<file path="config.mk">
export PLATFORM = sky130hd
export DESIGN_NAME = dpram_wr_ctrl_mp_flat
export DESIGN_NICKNAME = d
export VERILOG_FILES = /design/src/rtl/nanEye_pkg.sv /design/src/rtl/dpram_wr_ctrl_mp_if.sv /design/src/rtl/page_ring_ctrl.sv /design/src/rtl/dpram_wr_ctrl_mp.sv /design/src/flat_wrapper.sv
export SDC_FILE = /design/constraint.sdc
export NUM_CORES = 1
export LEC_CHECK = 0
export ABC_AREA = 1
export ABC_CLOCK_PERIOD_IN_PS = 6450
export CAP_MARGIN = 20
export CORE_ASPECT_RATIO = 1.2
export CORE_MARGIN = 3
export CORE_UTILIZATION = 55
export DETAILED_ROUTE_END_ITERATION = 6
export PLACE_DENSITY = 0.82
export SLEW_MARGIN = 20
export SYNTH_ARGS = -nofsm -noshare
export SYNTH_HDL_FRONTEND = slang
export SYNTH_SLANG_ARGS = --single-unit
</file>
<file path="constraint.sdc">
create_clock -name CLOCK -period 6.45 [get_ports CLOCK]
set_input_delay 1.935 -clock CLOCK [delete_from_list [all_inputs] [get_ports CLOCK]]
set_output_delay 1.935 -clock CLOCK [all_outputs]
set_load 0.005 [all_outputs]
</file>
<file path="src/rtl/nanEye_pkg.sv">
`default_nettype none
// ============================================================================
// Module   : nanEye_pkg
// Purpose  : Shared types and helpers for the multi-page DPRAM write controller.
// Revision : 1.0 - initial release
// ============================================================================
package nanEye_pkg;

  localparam int C_PAGE_W_DFLT = 2;
  localparam int NPAGES        = 1 << C_PAGE_W_DFLT;

  typedef enum logic [1:0] {
    WAIT_FRAME = 2'd0,
    WRITE      = 2'd1,
    SKIP       = 2'd2
  } state_t;

  // Page index lands above the pixel index; the caller truncates to its bus width.
  function automatic logic [31:0] page_addr(input logic [31:0] pg,
                                            input logic [31:0] pix,
                                            input int          addr_w);
    return (pg << addr_w) | pix;
  endfunction

endpackage
`default_nettype wire

</file>
<file path="src/rtl/dpram_wr_ctrl_mp_if.sv">
`default_nettype none
// ============================================================================
// Module   : dpram_wr_ctrl_mp_if
// Purpose  : Deserializer/reader strobes in, DPRAM write port and status out.
// Revision : 1.0 - initial release
// ============================================================================
interface dpram_wr_ctrl_mp_if #(
  parameter int C_ADDR_W = 9,
  parameter int C_PAGE_W = 2,
  parameter int C_LCNT_W = 9
);
  logic                         PULSE;
  logic                         PIXEL_ERROR;
  logic                         LINE_SYNC;
  logic                         FRAME_SYNC;
  logic                         RD_PAGE_DONE;
  logic [C_PAGE_W+C_ADDR_W-1:0] DPRAM_WR_ADDR;
  logic                         DPRAM_WE;
  logic [C_PAGE_W-1:0]          DPRAM_RD_PAGE;
  logic                         LINE_FINISHED;
  logic [C_ADDR_W:0]            LINE_LENGTH;
  logic                         LINE_ERR;
  logic                         OVERRUN;
  logic [C_PAGE_W:0]            PAGES_USED;
  logic [C_LCNT_W-1:0]          LINE_CNT;
  logic                         FRAME_DONE;

  modport slave (
    input  PULSE, PIXEL_ERROR, LINE_SYNC, FRAME_SYNC, RD_PAGE_DONE,
    output DPRAM_WR_ADDR, DPRAM_WE, DPRAM_RD_PAGE, LINE_FINISHED, LINE_LENGTH,
           LINE_ERR, OVERRUN, PAGES_USED, LINE_CNT, FRAME_DONE
  );

  modport master (
    output PULSE, PIXEL_ERROR, LINE_SYNC, FRAME_SYNC, RD_PAGE_DONE,
    input  DPRAM_WR_ADDR, DPRAM_WE, DPRAM_RD_PAGE, LINE_FINISHED, LINE_LENGTH,
           LINE_ERR, OVERRUN, PAGES_USED, LINE_CNT, FRAME_DONE
  );
endinterface
`default_nettype wire

</file>
<file path="src/rtl/page_ring_ctrl.sv">
`default_nettype none
// ============================================================================
// Module   : page_ring_ctrl
// Purpose  : Write/read page pointers and occupancy of the DPRAM page ring.
// Revision : 1.0 - initial release
// ============================================================================
module page_ring_ctrl #(
  parameter int C_PAGE_W = 2
) (
  input  wire logic                CLOCK,
  input  wire logic                RESET_N,
  input  wire logic                commit,
  input  wire logic                page_release,
  input  wire logic                flush,
  output logic [C_PAGE_W-1:0]      wr_pg,
  output logic [C_PAGE_W-1:0]      cmt_pg,
  output logic [C_PAGE_W:0]        used,
  output logic                     full
);

  localparam logic [C_PAGE_W:0] RING_SZ = (C_PAGE_W+1)'(1 << C_PAGE_W);

  logic [C_PAGE_W-1:0] r_wr_pg;
  logic [C_PAGE_W-1:0] r_rd_pg;
  logic [C_PAGE_W-1:0] r_cmt_pg;
  logic [C_PAGE_W:0]   r_used;
  logic                w_rel;

  // A release with nothing committed is meaningless and dropped.
  assign w_rel = page_release && (r_used != '0);

  always_ff @(posedge CLOCK or negedge RESET_N) begin
    if (!RESET_N) begin
      r_wr_pg  <= '0;
      r_rd_pg  <= '0;
      r_cmt_pg <= '0;
      r_used   <= '0;
    end else if (flush) begin
      r_wr_pg  <= '0;
      r_rd_pg  <= '0;
      r_cmt_pg <= '0;
      r_used   <= '0;
    end else begin
      if (commit) begin
        r_wr_pg  <= r_wr_pg + 1'b1;
        r_cmt_pg <= r_wr_pg;
      end
      if (w_rel) begin
        r_rd_pg <= r_rd_pg + 1'b1;
      end
      case ({commit, w_rel})
        2'b10:   r_used <= r_used + 1'b1;
        2'b01:   r_used <= r_used - 1'b1;
        default: r_used <= r_used;
      endcase
    end
  end

  assign wr_pg  = r_wr_pg;
  assign cmt_pg = r_cmt_pg;
  assign used   = r_used;
  assign full   = (r_used == RING_SZ);

endmodule
`default_nettype wire

</file>
<file path="src/rtl/dpram_wr_ctrl_mp.sv">
`default_nettype none
// ============================================================================
// Module   : dpram_wr_ctrl_mp
// Purpose  : Writes received lines into a ring of DPRAM pages, reports status.
// Revision : 1.0 - initial release
// ============================================================================
module dpram_wr_ctrl_mp #(
  parameter int C_ADDR_W      = 9,
  parameter int C_PAGE_W      = 2,
  parameter int C_LINE_PIXELS = 250,
  parameter int C_LINES       = 250,
  parameter int C_LCNT_W      = 9
) (
  input  wire logic          CLOCK,
  input  wire logic          RESET_N,
  dpram_wr_ctrl_mp_if.slave  bus
);
  import nanEye_pkg::*;

  localparam logic [C_ADDR_W-1:0] PIX_MAX   = '1;
  localparam logic [C_LCNT_W-1:0] LCNT_MAX  = '1;
  localparam logic [C_ADDR_W:0]   LINE_PIX  = (C_ADDR_W+1)'(C_LINE_PIXELS);
  localparam logic [C_LCNT_W-1:0] LINES_FRM = C_LCNT_W'(C_LINES);

  state_t                       r_state, w_state_nxt;
  logic [C_ADDR_W-1:0]          r_pix_cnt;
  logic                         r_pix_err;
  logic                         r_we;
  logic [C_PAGE_W+C_ADDR_W-1:0] r_addr;
  logic                         r_lf;
  logic [C_ADDR_W:0]            r_len;
  logic                         r_lerr;
  logic                         r_ovr;
  logic [C_LCNT_W-1:0]          r_lcnt;
  logic                         r_fd;

  logic w_wr_pix, w_drop_sat, w_commit, w_line_clr, w_ovr_set, w_err_now;
  logic [C_ADDR_W:0]            w_len;
  logic [C_LCNT_W-1:0]          w_lcnt_nxt;
  logic [C_PAGE_W+C_ADDR_W-1:0] w_addr;
  logic [C_PAGE_W-1:0]          w_wr_pg, w_cmt_pg;
  logic [C_PAGE_W:0]            w_used;
  logic                         w_full;

  page_ring_ctrl #(.C_PAGE_W(C_PAGE_W)) u_ring (
    .CLOCK        (CLOCK),
    .RESET_N      (RESET_N),
    .commit       (w_commit),
    .page_release (bus.RD_PAGE_DONE),
    .flush        (bus.FRAME_SYNC),
    .wr_pg        (w_wr_pg),
    .cmt_pg       (w_cmt_pg),
    .used         (w_used),
    .full         (w_full)
  );

  always_ff @(posedge CLOCK or negedge RESET_N) begin
    if (!RESET_N) r_state <= WAIT_FRAME;
    else          r_state <= w_state_nxt;
  end

  always_comb begin
    w_state_nxt = r_state;
    w_wr_pix    = 1'b0;
    w_drop_sat  = 1'b0;
    w_commit    = 1'b0;
    w_line_clr  = 1'b0;
    w_ovr_set   = 1'b0;
    if (bus.FRAME_SYNC) begin
      w_state_nxt = WRITE;
    end else begin
      case (r_state)
        WAIT_FRAME: w_state_nxt = WAIT_FRAME;
        WRITE: begin
          // A full ring can only be met at line start, so nothing is lost here.
          if (bus.PULSE && w_full) begin
            w_ovr_set = 1'b1;
            if (bus.LINE_SYNC) w_line_clr  = 1'b1;
            else               w_state_nxt = SKIP;
          end else begin
            if (bus.PULSE) begin
              if (r_pix_cnt == PIX_MAX) w_drop_sat = 1'b1;
              else                      w_wr_pix   = 1'b1;
            end
            if (bus.LINE_SYNC && ((r_pix_cnt != '0) || bus.PULSE)) w_commit = 1'b1;
          end
        end
        SKIP: begin
          if (bus.LINE_SYNC) begin
            w_state_nxt = WRITE;
            w_line_clr  = 1'b1;
          end
        end
        default: w_state_nxt = WAIT_FRAME;
      endcase
    end
  end

  assign w_err_now  = r_pix_err | (w_wr_pix & bus.PIXEL_ERROR) | w_drop_sat;
  assign w_len      = {1'b0, r_pix_cnt} + {{C_ADDR_W{1'b0}}, w_wr_pix};
  assign w_lcnt_nxt = (r_lcnt == LCNT_MAX) ? r_lcnt : r_lcnt + 1'b1;
  assign w_addr     = (C_PAGE_W+C_ADDR_W)'(page_addr(32'(w_wr_pg), 32'(r_pix_cnt), C_ADDR_W));

  always_ff @(posedge CLOCK or negedge RESET_N) begin
    if (!RESET_N) begin
      r_pix_cnt <= '0;
      r_pix_err <= 1'b0;
      r_we      <= 1'b0;
      r_addr    <= '0;
      r_lf      <= 1'b0;
      r_len     <= '0;
      r_lerr    <= 1'b0;
      r_ovr     <= 1'b0;
      r_lcnt    <= '0;
      r_fd      <= 1'b0;
    end else begin
      r_we <= w_wr_pix;
      r_lf <= w_commit;
      r_fd <= 1'b0;
      if (w_wr_pix) r_addr <= w_addr;
      if (bus.FRAME_SYNC) begin
        r_pix_cnt <= '0;
        r_pix_err <= 1'b0;
        r_lcnt    <= '0;
        r_ovr     <= 1'b0;
      end else begin
        if (w_ovr_set) r_ovr <= 1'b1;
        if (w_commit) begin
          r_len     <= w_len;
          r_lerr    <= (w_len != LINE_PIX) | w_err_now;
          r_lcnt    <= w_lcnt_nxt;
          r_fd      <= (w_lcnt_nxt == LINES_FRM);
          r_pix_cnt <= '0;
          r_pix_err <= 1'b0;
        end else if (w_line_clr) begin
          r_pix_cnt <= '0;
          r_pix_err <= 1'b0;
        end else begin
          if (w_wr_pix) r_pix_cnt <= r_pix_cnt + 1'b1;
          r_pix_err <= w_err_now;
        end
      end
    end
  end

  assign bus.DPRAM_WR_ADDR = r_addr;
  assign bus.DPRAM_WE      = r_we;
  assign bus.DPRAM_RD_PAGE = w_cmt_pg;
  assign bus.LINE_FINISHED = r_lf;
  assign bus.LINE_LENGTH   = r_len;
  assign bus.LINE_ERR      = r_lerr;
  assign bus.OVERRUN       = r_ovr;
  assign bus.PAGES_USED    = w_used;
  assign bus.LINE_CNT      = r_lcnt;
  assign bus.FRAME_DONE    = r_fd;

endmodule
`default_nettype wire

</file>
<file path="src/flat_wrapper.sv">
// flat-port wrapper written by rule: the top's interface ports become plain ports
module dpram_wr_ctrl_mp_flat import nanEye_pkg::*;
#(
  parameter int C_ADDR_W      = 9,
  parameter int C_PAGE_W      = 2,
  parameter int C_LINE_PIXELS = 250,
  parameter int C_LINES       = 250,
  parameter int C_LCNT_W      = 9
)
  (CLOCK, RESET_N, bus_PULSE, bus_PIXEL_ERROR, bus_LINE_SYNC, bus_FRAME_SYNC, bus_RD_PAGE_DONE, bus_DPRAM_WR_ADDR, bus_DPRAM_WE, bus_DPRAM_RD_PAGE, bus_LINE_FINISHED, bus_LINE_LENGTH, bus_LINE_ERR, bus_OVERRUN, bus_PAGES_USED, bus_LINE_CNT, bus_FRAME_DONE);
  dpram_wr_ctrl_mp_if #(.C_ADDR_W(C_ADDR_W), .C_PAGE_W(C_PAGE_W), .C_LCNT_W(C_LCNT_W)) bus_i ();
  input  wire logic CLOCK;
  input  wire logic RESET_N;
  input wire logic [$bits(bus_i.PULSE)-1:0] bus_PULSE;
  input wire logic [$bits(bus_i.PIXEL_ERROR)-1:0] bus_PIXEL_ERROR;
  input wire logic [$bits(bus_i.LINE_SYNC)-1:0] bus_LINE_SYNC;
  input wire logic [$bits(bus_i.FRAME_SYNC)-1:0] bus_FRAME_SYNC;
  input wire logic [$bits(bus_i.RD_PAGE_DONE)-1:0] bus_RD_PAGE_DONE;
  output wire logic [$bits(bus_i.DPRAM_WR_ADDR)-1:0] bus_DPRAM_WR_ADDR;
  output wire logic [$bits(bus_i.DPRAM_WE)-1:0] bus_DPRAM_WE;
  output wire logic [$bits(bus_i.DPRAM_RD_PAGE)-1:0] bus_DPRAM_RD_PAGE;
  output wire logic [$bits(bus_i.LINE_FINISHED)-1:0] bus_LINE_FINISHED;
  output wire logic [$bits(bus_i.LINE_LENGTH)-1:0] bus_LINE_LENGTH;
  output wire logic [$bits(bus_i.LINE_ERR)-1:0] bus_LINE_ERR;
  output wire logic [$bits(bus_i.OVERRUN)-1:0] bus_OVERRUN;
  output wire logic [$bits(bus_i.PAGES_USED)-1:0] bus_PAGES_USED;
  output wire logic [$bits(bus_i.LINE_CNT)-1:0] bus_LINE_CNT;
  output wire logic [$bits(bus_i.FRAME_DONE)-1:0] bus_FRAME_DONE;
  assign bus_i.PULSE = bus_PULSE;
  assign bus_i.PIXEL_ERROR = bus_PIXEL_ERROR;
  assign bus_i.LINE_SYNC = bus_LINE_SYNC;
  assign bus_i.FRAME_SYNC = bus_FRAME_SYNC;
  assign bus_i.RD_PAGE_DONE = bus_RD_PAGE_DONE;
  assign bus_DPRAM_WR_ADDR = bus_i.DPRAM_WR_ADDR;
  assign bus_DPRAM_WE = bus_i.DPRAM_WE;
  assign bus_DPRAM_RD_PAGE = bus_i.DPRAM_RD_PAGE;
  assign bus_LINE_FINISHED = bus_i.LINE_FINISHED;
  assign bus_LINE_LENGTH = bus_i.LINE_LENGTH;
  assign bus_LINE_ERR = bus_i.LINE_ERR;
  assign bus_OVERRUN = bus_i.OVERRUN;
  assign bus_PAGES_USED = bus_i.PAGES_USED;
  assign bus_LINE_CNT = bus_i.LINE_CNT;
  assign bus_FRAME_DONE = bus_i.FRAME_DONE;
  dpram_wr_ctrl_mp #(.C_ADDR_W(C_ADDR_W), .C_PAGE_W(C_PAGE_W), .C_LINE_PIXELS(C_LINE_PIXELS), .C_LINES(C_LINES), .C_LCNT_W(C_LCNT_W)) u_core (.CLOCK(CLOCK), .RESET_N(RESET_N), .bus(bus_i));
endmodule
</file>
==> impl_metrics.py <==
metrics = {
    "run_status": {
        "outcome": "complete, no violations",
    },
    "critical_path": {
        "cp.required_ps": 6670,
        "path_max_fanout": 29,
        "ff2ff_path_depth": 20,
        "cp-start-kind": "input port",
        "crit_path_start": "bus_FRAME_SYNC",
        "r2r_end": "u_core.bus.LINE_ERR",
        "cp-end-kind": "flip-flop",
        "crit_type": "in -> reg",
        "reg2reg_from": "u_core.r_pix_cnt[1]",
        "reg2reg_slack_ps": 3120,
        "arrival_ps": 4790,
        "endpoint": "u_core.bus.LINE_ERR",
    },
    "die": {
        "die_y_um": 85.05,
        "num_io_pins": 47,
        "fp.dieW_um": 71.88,
        "rows": 28,
        "coreArea_um2": 4975,
        "die_area_um2": 6113,
        "initial_core_util": 0.5757,
    },
    "pwr": {
        "p_seq_frac": 0.477,
        "power_switching_w": 0.0002419,
        "p_leak_nw": 1.611,
        "p_total_w": 0.0007930,
        "power_per_cell_area_nw_per_um2": 228.5,
        "clkPwrFrac": 0.293,
        "combPwrFrac": 0.230,
        "p_sw_frac": 0.3051,
        "power.internal_w": 0.0005510,
        "ir_worst_vdd_uv": 156.4,
    },
    "detailed_routing": {
        "drt_iter0_drc": 152,
        "totalWireLength_um": 6080,
        "viasPerCell": 5.257,
        "post_drt_wl_per_cell_um": 13.36,
        "vias": 2392,
        "drc_errors": 0,
        "drtPass1Iterations": 4,
        "antenna_left": 0,
    },
    "place": {
        "dp_hpwl_um": 4387,
        "place_congestion": 0.8419,
        "pre_cts_ws_ps": 1604,
        "io_buffers": 46,
        "dp.cells": 447,
        "postPlaceCellArea_um2": 3357,
    },
    "timing": {
        "setup_slack_ps": 1884,
        "fin_crit_ps": 4566,
        "rsz0062_at_grt": "false",
        "timing.setup.tns_ps": 0,
        "finalCritPeriodShare": 0.7079,
        "setup_violations": 0,
        "fmax_ghz": 0.2190,
        "slew_headroom": 0.5300,
        "hold_violations": 0,
        "finClkSkew_ps": 11.13,
        "worst_pin_slew_ps": 703.3,
        "maxSlewViolCount": 0,
    },
    "run": {
        "maxCapViolCount": 0,
    },
    "clock_tree": {
        "cts_inserted_buffers": 5,
        "cts.path.max_buffers": 2,
        "cts_tree": "yes",
        "post-cts-setup-buffers": 0,
        "root_buffer": "clkbuf_8",
        "ctsHoldBuffers": 0,
        "clkSlewWorstSetupHoldPaths_ps": 110,
        "cts_resized": 0,
        "cts-htree-levels": 2,
        "worstSkewPairLatency_ps": 310,
        "cts.sinks": 54,
    },
    "min_path": {
        "hold_path.class": "reg -> reg",
    },
    "final_layout": {
        "fillers": 381,
        "layout-drive-gt1-share": 0.09620,
        "fin_cells": 455,
        "antenna_cells": 0,
        "nets": 410,
        "design_area_um2": 3470,
        "area_growth_pct": 21.14,
    },
    "logic_synthesis": {
        "syn_area_um2": 2864,
        "yosysMostFrequentCell": "nand2_1",
        "yosys_register_bits": 54,
        "synthCells": 347,
        "syn_avg_cell_area_um2": 8.254,
        "syn-num-nets": 363,
        "synth_ff_type": "dfrtp_1",
        "synth_top_area_cell": "dfrtp_1",
        "synth_commonest_cells": "98 x nand2_1, 54 x dfrtp_1, 41 x inv_1",
        "async_flop_share": 1.000,
        "synth_edf_count": 0,
        "synth.area.top_cells": "dfrtp_1 47%, nand2_1 13%, inv_1 5.4%",
        "yosys.cell_types.count": 38,
        "synth_top_area_frac": 0.4718,
        "ys_warn_count": 0,
        "yosysSeqAreaShare": 0.4718,
    },
    "global_route": {
        "grt_pass1_wl_um": 10330,
        "grt_pass1_vias": 2310,
        "grt_use_total": 0.2106,
        "grt_remaining_overflow": 0,
        "grt_start_max_net_pins": 55,
        "antenna_found_initial": 0,
    },
}
how the worst min path moves through the flow:
stage | startpoint | endpoint | depth (start not counted)
4_1_cts | u_core.bus.LINE_LENGTH[1] | u_core.bus.LINE_LENGTH[1] | 2
3_5_place_dp | u_core.bus.LINE_LENGTH[1] | u_core.bus.LINE_LENGTH[1] | 2
6_report | u_core.bus.LINE_LENGTH[5] | u_core.bus.LINE_LENGTH[5] | 2
2_1_floorplan | u_core.bus.LINE_LENGTH[8] | u_core.bus.LINE_LENGTH[8] | 2
3_3_place_gp | u_core.bus.LINE_LENGTH[3] | u_core.bus.LINE_LENGTH[3] | 2
5_1_grt | u_core.bus.LINE_LENGTH[1] | u_core.bus.LINE_LENGTH[1] | 2
power groups by stage:
| stage | Combinational [W] | Sequential, W | Clock, W |
|---|---|---|---|
| 6_report | 0.000182 | 0.000379 | 0.000232 |
| 3_5_place_dp | 0.000183 | 0.000385 | 0 |
| 2_1_floorplan | 0.000120 | 0.000384 | 0 |
| 4_1_cts | 0.000184 | 0.000379 | 0.000234 |
| 5_1_grt | 0.000206 | 0.000381 | 0.000248 |
| 3_3_place_gp | 0.000178 | 0.000385 | 0 |
layout by cell type, fill, tap and decap left out, drive strengths merged:
cell and count:
o21bai 1, nor4 1, clkinv 2, ha 8, or2 1, nand3b 1, clkdlybuf4s50 45, nand3 20
fa 1, nor3 11, nand2 104, xor2 9, o22ai 1, xnor2 1, inv 46, bufinv 1
buf 2, o31ai 1, nand4 3, o21ai 30, clkbuf 5, a21oi 14, dfrtp 54, nor2 32
a22o 1
state kept, by name (all words and copies together) (netlist names), 2 cells and up:
| name | flops |
|---|---|
| u_core.r_pix_cnt | 9 |
| u_core.r_state | 2 |
| u_core.u_ring.cmt_pg | 2 |
| u_core.bus.LINE_LENGTH | 10 |
| u_core.u_ring.used | 3 |
| u_core.bus.LINE_CNT | 9 |
| u_core.bus.DPRAM_WR_ADDR | 11 |
| u_core.u_ring.wr_pg | 2 |
stage by stage:
| stage | utilization | hold slack [ps] |
|---|---|---|
| 6_report | 0.6974 | 491.0 |
| 3_5_place_dp | 0.6748 | 467.2 |
| 2_1_floorplan | - | 472.4 |
| 5_1_grt | 0.6974 | 518.4 |
| 4_1_cts | 0.6974 | 493.4 |
| 3_3_place_gp | 0.6748 | 465.6 |
worst max-delay path, stage by stage:
cell	delay, ps
clkdlybuf4s50_1	590
nor2_4	220
nand4_2	580
inv_8	280
ha_1	210
ha_1	190
nand3_1	110
nor2_2	160
nand2_1	70
nand2_1	60
nand2_1	60
nor2_1	100
nand3_1	80
nor2_1	90
nor2_1	40
per-layer routing:
metal	share of wire	global-route usage	vias up
li1	-	-	1196
met4	0.021	0.09231	0
met2	0.49	0.3545	76
met5	0	0	-
met3	0.043	0.02844	13
met1	0.44	0.2693	1107
final cells by class:
| cell class | instances | area (µm²) | area share |
|---|---|---|---|
| Tap cell | 60 | 75.07 | 0.02164 |
| Clock buffer | 5 | 68.82 | 0.01983 |
| Inverter | 46 | 181.4 | 0.05229 |
| Multi-Input combinational cell | 240 | 1286 | 0.3707 |
| Timing Repair Buffer | 47 | 462.9 | 0.1334 |
| Sequential cell | 54 | 1351 | 0.3895 |
| Clock inverter | 3 | 43.79 | 0.01262 |
kinds of logic after synthesis:
family                   share of synthesized area
AO/OA/AOI/OAI                              0.09262
XOR/XNOR                                   0.03058
adder cells (fa/ha/maj)                    0.04194
buffers and inverters                      0.07907
flip-flops                                  0.4718
AND/OR/NAND/NOR                             0.2840
Note: power is estimated with default switching activity, not from simulation.
